`src/rtl/vga_timing_fb_param_if.sv`:
```
// Framebuffer read port: the timing generator drives address/rd_en and
// receives pixel data RD_LAT cycles later.
interface vga_timing_fb_param_if #(
    parameter int unsigned ADDR_W = 18
);
    logic [ADDR_W-1:0] address;
    logic              rd_en;
    logic [23:0]       data_ram;

    modport master (
        output address,
        output rd_en,
        input  data_ram
    );

    modport slave (
        input  address,
        input  rd_en,
        output data_ram
    );
endinterface

```
`src/rtl/vga_timing_fb_param.sv`:
```
// Parametrised VGA raster generator with framebuffer read-address generation.
// Sync, blank, coordinates and RGB all leave the block L = RD_LAT + 2 cycles
// after the raster counters, so they line up with the memory's read data.
module vga_timing_fb_param #(
    parameter int unsigned H_ACTIVE    = 640,
    parameter int unsigned H_FP        = 16,
    parameter int unsigned H_SYNC      = 96,
    parameter int unsigned H_BP        = 48,
    parameter int unsigned V_ACTIVE    = 480,
    parameter int unsigned V_FP        = 10,
    parameter int unsigned V_SYNC      = 2,
    parameter int unsigned V_BP        = 33,
    parameter bit          HS_POL      = 1'b0,
    parameter bit          VS_POL      = 1'b0,
    parameter int unsigned SCALE_SHIFT = 0,
    parameter int unsigned ADDR_W      = 18,
    parameter int unsigned RD_LAT      = 1
) (
    input  logic                     clock_25,
    input  logic                     reset,
    input  logic                     enable,
    input  logic [ADDR_W-1:0]        fb_base,
    vga_timing_fb_param_if.master    fb,
    output logic [7:0]               red,
    output logic [7:0]               green,
    output logic [7:0]               blue,
    output logic                     hsync,
    output logic                     vsync,
    output logic                     n_blank,
    output logic [9:0]               x,
    output logic [9:0]               y,
    output logic                     frame_start
);

    localparam int unsigned H_TOT      = H_ACTIVE + H_FP + H_SYNC + H_BP;
    localparam int unsigned V_TOT      = V_ACTIVE + V_FP + V_SYNC + V_BP;
    localparam int unsigned HW         = $clog2(H_TOT);
    localparam int unsigned VW         = $clog2(V_TOT);
    localparam int unsigned L          = RD_LAT + 2;
    localparam int unsigned SCALE_MASK = (32'd1 << SCALE_SHIFT) - 32'd1;
    localparam int unsigned COLS       = H_ACTIVE >> SCALE_SHIFT;

    // Sync flags are stored as "active" bits so an all-zero stage is idle.
    typedef struct packed {
        logic       fs;
        logic       vis;
        logic       hs;
        logic       vs;
        logic [9:0] px;
        logic [9:0] py;
    } stage_t;

    logic [HW-1:0]     h_q;
    logic [VW-1:0]     v_q;
    logic              h_last;
    logic              v_last;
    logic              raw_vis;
    logic              raw_hs;
    logic              raw_vs;
    logic              raw_fs;
    logic              col_inc;
    logic              line_end;
    logic              row_adv;
    logic [ADDR_W-1:0] col_q;
    logic [ADDR_W-1:0] row_base_q;
    logic [ADDR_W-1:0] base_lat_q;
    logic [ADDR_W-1:0] base_cur;
    logic [ADDR_W-1:0] addr_next;
    logic [ADDR_W-1:0] address_q;
    logic              rd_en_q;
    stage_t            stage_in;
    stage_t [L-1:0]    pipe_q;
    logic [23:0]       rgb_q;

    assign h_last = (32'(h_q) == H_TOT - 1);
    assign v_last = (32'(v_q) == V_TOT - 1);

    // Raster counters; disabling parks them at (0,0) so re-enable restarts the frame.
    always_ff @(posedge clock_25 or negedge reset) begin
        if (!reset) begin
            h_q <= '0;
            v_q <= '0;
        end else if (!enable) begin
            h_q <= '0;
            v_q <= '0;
        end else begin
            h_q <= h_last ? '0 : h_q + HW'(1);
            if (h_last) begin
                v_q <= v_last ? '0 : v_q + VW'(1);
            end
        end
    end

    // Raw (undelayed) raster decode.
    always_comb begin
        raw_vis  = (32'(h_q) < H_ACTIVE) && (32'(v_q) < V_ACTIVE);
        raw_hs   = (32'(h_q) >= H_ACTIVE + H_FP) && (32'(h_q) < H_ACTIVE + H_FP + H_SYNC);
        raw_vs   = (32'(v_q) >= V_ACTIVE + V_FP) && (32'(v_q) < V_ACTIVE + V_FP + V_SYNC);
        raw_fs   = (h_q == '0) && (v_q == '0);
        // Last screen pixel of a framebuffer pixel column / last screen line of a row.
        col_inc  = raw_vis && ((32'(h_q) & SCALE_MASK) == SCALE_MASK);
        line_end = (32'(h_q) == H_ACTIVE - 1) && (32'(v_q) < V_ACTIVE);
        row_adv  = line_end && ((32'(v_q) & SCALE_MASK) == SCALE_MASK);
    end

    // Incremental address state: column, row offset and latched frame base.
    always_ff @(posedge clock_25 or negedge reset) begin
        if (!reset) begin
            col_q      <= '0;
            row_base_q <= '0;
            base_lat_q <= '0;
        end else if (!enable) begin
            col_q      <= '0;
            row_base_q <= '0;
        end else begin
            if (h_last) begin
                col_q <= '0;
            end else if (col_inc) begin
                col_q <= col_q + ADDR_W'(1);
            end
            if (h_last && v_last) begin
                row_base_q <= '0;
            end else if (row_adv) begin
                row_base_q <= row_base_q + ADDR_W'(COLS);
            end
            if (raw_fs) begin
                base_lat_q <= fb_base;
            end
        end
    end

    // At (0,0) the base is taken straight from fb_base so the very first frame
    // after reset or re-enable already uses the current base.
    always_comb begin
        base_cur  = raw_fs ? fb_base : base_lat_q;
        addr_next = base_cur + row_base_q + col_q;
    end

    // Read strobe and address; the address holds outside the visible area.
    always_ff @(posedge clock_25 or negedge reset) begin
        if (!reset) begin
            address_q <= '0;
            rd_en_q   <= 1'b0;
        end else begin
            rd_en_q <= enable && raw_vis;
            if (enable && raw_vis) begin
                address_q <= addr_next;
            end
        end
    end

    assign fb.address = address_q;
    assign fb.rd_en   = rd_en_q;

    // Stage fed into the delay line; idle while disabled so the pipe flushes.
    always_comb begin
        stage_in = '0;
        if (enable) begin
            stage_in.fs  = raw_fs;
            stage_in.vis = raw_vis;
            stage_in.hs  = raw_hs;
            stage_in.vs  = raw_vs;
            stage_in.px  = 10'(h_q);
            stage_in.py  = 10'(v_q);
        end
    end

    // Timing delay line: stage 0 lines up with the address, stage L-1 with the outputs.
    always_ff @(posedge clock_25 or negedge reset) begin
        if (!reset) begin
            pipe_q <= '0;
        end else begin
            pipe_q <= {pipe_q[L-2:0], stage_in};
        end
    end

    // Read data is valid while stage L-2 is current; capture it alongside stage L-1.
    always_ff @(posedge clock_25 or negedge reset) begin
        if (!reset) begin
            rgb_q <= '0;
        end else begin
            rgb_q <= pipe_q[L-2].vis ? fb.data_ram : 24'd0;
        end
    end

    assign red         = rgb_q[23:16];
    assign green       = rgb_q[15:8];
    assign blue        = rgb_q[7:0];
    assign n_blank     = pipe_q[L-1].vis;
    assign hsync       = pipe_q[L-1].hs ? HS_POL : ~HS_POL;
    assign vsync       = pipe_q[L-1].vs ? VS_POL : ~VS_POL;
    assign x           = pipe_q[L-1].px;
    assign y           = pipe_q[L-1].py;
    assign frame_start = pipe_q[L-1].fs;

endmodule

```
`src/flat_wrapper.sv`:
```
// flat-port wrapper written by rule: the top's interface ports become plain ports
module vga_timing_fb_param_flat 
#(
    parameter int unsigned H_ACTIVE    = 640,
    parameter int unsigned H_FP        = 16,
    parameter int unsigned H_SYNC      = 96,
    parameter int unsigned H_BP        = 48,
    parameter int unsigned V_ACTIVE    = 480,
    parameter int unsigned V_FP        = 10,
    parameter int unsigned V_SYNC      = 2,
    parameter int unsigned V_BP        = 33,
    parameter bit          HS_POL      = 1'b0,
    parameter bit          VS_POL      = 1'b0,
    parameter int unsigned SCALE_SHIFT = 0,
    parameter int unsigned ADDR_W      = 18,
    parameter int unsigned RD_LAT      = 1
)
  (clock_25, reset, enable, fb_base, red, green, blue, hsync, vsync, n_blank, x, y, frame_start, fb_address, fb_rd_en, fb_data_ram);
  vga_timing_fb_param_if #(.ADDR_W(ADDR_W)) fb_i ();
  input  logic clock_25;
  input  logic reset;
  input  logic enable;
  input  logic [ADDR_W-1:0] fb_base;
  output logic [7:0] red;
  output logic [7:0] green;
  output logic [7:0] blue;
  output logic hsync;
  output logic vsync;
  output logic n_blank;
  output logic [9:0] x;
  output logic [9:0] y;
  output logic frame_start;
  output wire logic [$bits(fb_i.address)-1:0] fb_address;
  output wire logic [$bits(fb_i.rd_en)-1:0] fb_rd_en;
  input wire logic [$bits(fb_i.data_ram)-1:0] fb_data_ram;
  assign fb_address = fb_i.address;
  assign fb_rd_en = fb_i.rd_en;
  assign fb_i.data_ram = fb_data_ram;
  vga_timing_fb_param #(.H_ACTIVE(H_ACTIVE), .H_FP(H_FP), .H_SYNC(H_SYNC), .H_BP(H_BP), .V_ACTIVE(V_ACTIVE), .V_FP(V_FP), .V_SYNC(V_SYNC), .V_BP(V_BP), .HS_POL(HS_POL), .VS_POL(VS_POL), .SCALE_SHIFT(SCALE_SHIFT), .ADDR_W(ADDR_W), .RD_LAT(RD_LAT)) u_core (.clock_25(clock_25), .reset(reset), .enable(enable), .fb_base(fb_base), .fb(fb_i), .red(red), .green(green), .blue(blue), .hsync(hsync), .vsync(vsync), .n_blank(n_blank), .x(x), .y(y), .frame_start(frame_start));
endmodule
```
`config.mk`:
```
export PLATFORM = sky130hd
export DESIGN_NAME = vga_timing_fb_param_flat
export DESIGN_NICKNAME = d
export VERILOG_FILES = /design/src/rtl/vga_timing_fb_param_if.sv /design/src/rtl/vga_timing_fb_param.sv /design/src/flat_wrapper.sv
export SDC_FILE = /design/constraint.sdc
export NUM_CORES = 1
export LEC_CHECK = 0
export CAP_MARGIN = 10
export CORE_MARGIN = 4
export CORE_UTILIZATION = 30
export CTS_CLUSTER_DIAMETER = 40
export DETAILED_ROUTE_END_ITERATION = 10
export GPL_TIMING_DRIVEN = 0
export SLEW_MARGIN = 20
export SYNTH_ARGS = -nofsm -noshare
export SYNTH_HDL_FRONTEND = slang
export SYNTH_SLANG_ARGS = --single-unit
```
`constraint.sdc`:
```
create_clock -name clock_25 -period 4.05 [get_ports clock_25]
set_input_delay 0.405 -clock clock_25 [delete_from_list [all_inputs] [get_ports clock_25]]
set_output_delay 0.405 -clock clock_25 [all_outputs]
set_load 0.01 [all_outputs]
```
==> impl_metrics.py <==
metrics = {
    "sta": {
        "min_period_over_period": 1.02,
        "drv_slew": 0,
        "slew_headroom": 0.424,
        "finalSetupViolCount": 5,
        "period_needed_ns": 4.12,
        "timing.final.ws_setup_ns": -0.0663,
        "finalHoldViolCount": 0,
        "skew_ns": 0.00852,
        "fmax_ghz": 0.243,
        "rsz0062_at_grt": "true",
        "tns_ns": -0.181,
        "tightestPinTransition_ns": 0.858,
    },
    "die": {
        "chipWidth_um": 173,
        "die_h_um": 173,
        "start_util": 0.304,
        "io_pins": 112,
        "num_rows": 60,
        "core_sq_um": 27000,
        "die_area_sq_um": 30000,
    },
    "placement": {
        "place_ws_ns": -0.627,
        "dp_cells": 1177,
        "numPortBuffers": 111,
        "place_congestion": 0.816,
        "dpl.hpwl_um": 12600,
    },
    "routing": {
        "num_vias": 5569,
        "drt_wl_total_um": 17900,
        "wire_per_inst_um": 14.5,
        "antenna_left": 0,
        "first_pass_iters": 5,
        "post-route-drc-count": 0,
        "viasPerCell": 4.52,
        "drt_iter0_drc": 333,
    },
    "cts": {
        "clockBufferDepth": 2,
        "cts_made_buffers": 17,
        "path_clk_slew_ns": 0.07,
        "htree_levels": 4,
        "cts_sinks": 181,
        "clk_latency_ns": 0.43,
        "ctsRootBufferMaster": "clkbuf_16",
        "tritoncts": "yes",
    },
    "logic_synthesis": {
        "synth_flop_cell": "dfrtp_1",
        "async_flop_share": 1.00,
        "yosys.cell_types.count": 56,
        "ys_seq_elements": 181,
        "synth_edf_count": 0,
        "yosysWarnings": 0,
        "synthesis.nets": 815,
        "avgSynthCellArea_sq_um": 11.3,
        "syn-cell-area_sq_um": 8200,
        "seq_area_frac_synth": 0.552,
        "netlist_instances": 723,
    },
    "global_route": {
        "grt_pass1_vias": 5487,
        "grt_first_pass_wirelength_um": 28600,
        "grt_max_degree": 65,
        "grt_antenna_before_repair": 0,
        "gr-total-overflow": 0,
        "grt_usage": 0.118,
    },
    "finish": {
        "multi_input_area_sq_um": 3660,
        "final_nets": 969,
        "layout_common_cells": "dfrtp_1 (180), clkdlybuf4s50_1 (110), nor2_1 (54), inv_1 (47), and2_1 (42)",
        "regArea_sq_um": 4530,
        "final_common_cell": "dfrtp_1",
        "antenna_cells": 0,
        "area_delta_synth_final_pct": 35.0,
        "drive_above_1_share": 0.193,
        "fillerInstances": 2494,
        "fin_cells": 1231,
    },
    "pwr": {
        "power_mw": 4.55,
        "p_leak_nw": 4.88,
        "peakVddDrop_mv": 0.297,
        "power.density_nw_per_um2": 412,
    },
    "worst_setup_path": {
        "crit_end": "u_core.fb.address[16]",
        "r2r_cells": 15,
        "rr_startpoint": "u_core.v_q[2]",
        "r2r_end": "u_core.fb.address[16]",
        "worst_ep_arrival_time_ns": 4.42,
        "crit_start": "u_core.v_q[2]",
        "path_class": "register to register",
        "worstSetupStartpointType": "register",
        "crit_required_ns": 4.35,
        "r2r_slack_ns": -0.07,
        "cp_max_fo": 5,
        "crit_path_end_kind": "register",
    },
    "hold_path": {
        "hold_path_class": "register to register",
    },
    "flow_run": {
        "maxCapViolations": 0,
    },
    "status": {
        "violations": "setup timing",
        "status": "finished, violations left",
    },
}
==> power by group <==
group / switching (mW) / internal, mW / total (mW) / leakage, nW
clock network: 0.771 / 0.960 / 1.73 / 0.308
registers: 0.0606 / 1.92 / 1.98 / 2.41
logic: 0.394 / 0.452 / 0.845 / 2.17
==> metrics by stage <==
stage | instance area (sq um) | hold WS, ns | utilization
2_1_floorplan | 8250 | 0.109 | -
3_3_place_gp | 9790 | 0.331 | 0.363
3_5_place_dp | 9850 | 0.335 | 0.365
4_1_cts | 10800 | 0.347 | 0.399
5_1_grt | 11100 | 0.355 | 0.411
6_report | 11100 | 0.344 | 0.411
==> timing repair <==
item / 4_1_cts / 5_1_grt
hold buffers: 1 / 0
setup endpoints to repair: 12 / 10
pin swaps: 12 / 24
gates cloned: 0 / 1
hold endpoints to repair: 63 / 0
resized for setup: 31 / 54
buffers inserted: 15 / 8
==> area by class of cell <==
class | count | share of cell area
clock buffer | 18 | 0.0397
clock inverter | 14 | 0.0164
timing repair buffer | 137 | 0.125
inverter | 51 | 0.0173
tap | 341 | 0.0385
multi-input combinational | 449 | 0.331
buffer | 40 | 0.0225
sequential | 181 | 0.409
==> synth_stat cells (9+ instances only) <==
library cell  instances  area, sq um
dfrtp_1             181         4530
inv_1                50          188
nand4_1              12         75.1
mux2_2               25          282
clkbuf_1             20         75.1
xor2_1               19          166
a21oi_1              22          110
nand2_1              41          154
ha_1                 36          450
nand3_1              19         95.1
and2_1               42          263
or3_1                 9         56.3
mux2i_1              10          100
o21ai_0              33          165
nor2_1               54          203
xnor2_1              26          228
fa_1                 11          220
buf_4                20          150
nor3_1               14         70.1
==> state kept, by name (all words and copies together), names as in the netlist <==
signal and cells:
u_core.pipe_q 50, u_core.rgb_q 24, u_core.base_lat_q 18, u_core.col_q 18
u_core.fb.address 18, u_core.row_base_q 11, u_core.h_q 10, u_core.v_q 10
u_core.x 10, u_core.y 10, u_core.frame_start 1, u_core.n_blank 1
==> worst min-delay path by stage <==
stage                                 start  cells after the start  slack [ns]              endpoint
after floorplan                       reset                      0        0.11  u_core.base_lat_q[0]
after global placement    u_core.pipe_q[28]                      0        0.33           u_core.y[4]
after detailed placement   u_core.pipe_q[4]                      0        0.33     u_core.pipe_q[28]
after CTS                  u_core.pipe_q[5]                      0        0.35     u_core.pipe_q[29]
after global routing      u_core.pipe_q[20]                      0        0.35     u_core.pipe_q[44]
final                      u_core.pipe_q[5]                      0        0.34     u_core.pipe_q[29]
==> worst max-delay path, cell delays in order (launching register included) <==
cell and delay, ns:
dfrtp_2 0.42, or2_1 0.24, or3_1 0.31, or4_4 0.44, nor3_4 0.16, buf_12 0.16, buf_4 0.12, mux2_2 0.33
fa_1 0.41, ha_4 0.25, a21o_1 0.19, a21o_1 0.21, a2111oi_2 0.29, o22ai_1 0.14, xnor2_1 0.23, o21ai_1 0.08
==> kinds of logic (layout without fill, tap and decap cells) <==
logic type / after synthesis / count (layout) / share of synthesized area
and+or+nand+nor: 232 / 232 / 0.149
DFF: 181 / 181 / 0.552
buffers and inverters: 93 / 260 / 0.0536
AOI/OAI and AO/OA: 87 / 87 / 0.0633
adders and majority gates: 47 / 47 / 0.0818
xor gates and xnor gates: 46 / 46 / 0.0508
muxes: 37 / 37 / 0.0493
==> per-layer routing <==
layer  GRT usage  vias to the layer above  wire length [um]
li1            -                     2702                 -
met1       0.155                     2721              8190
met5           0                        -                 0
met2       0.189                      134              8540
met4      0.0346                        0               201
met3      0.0329                       12               917
No activity file was read; power rests on OpenSTA's default activity.
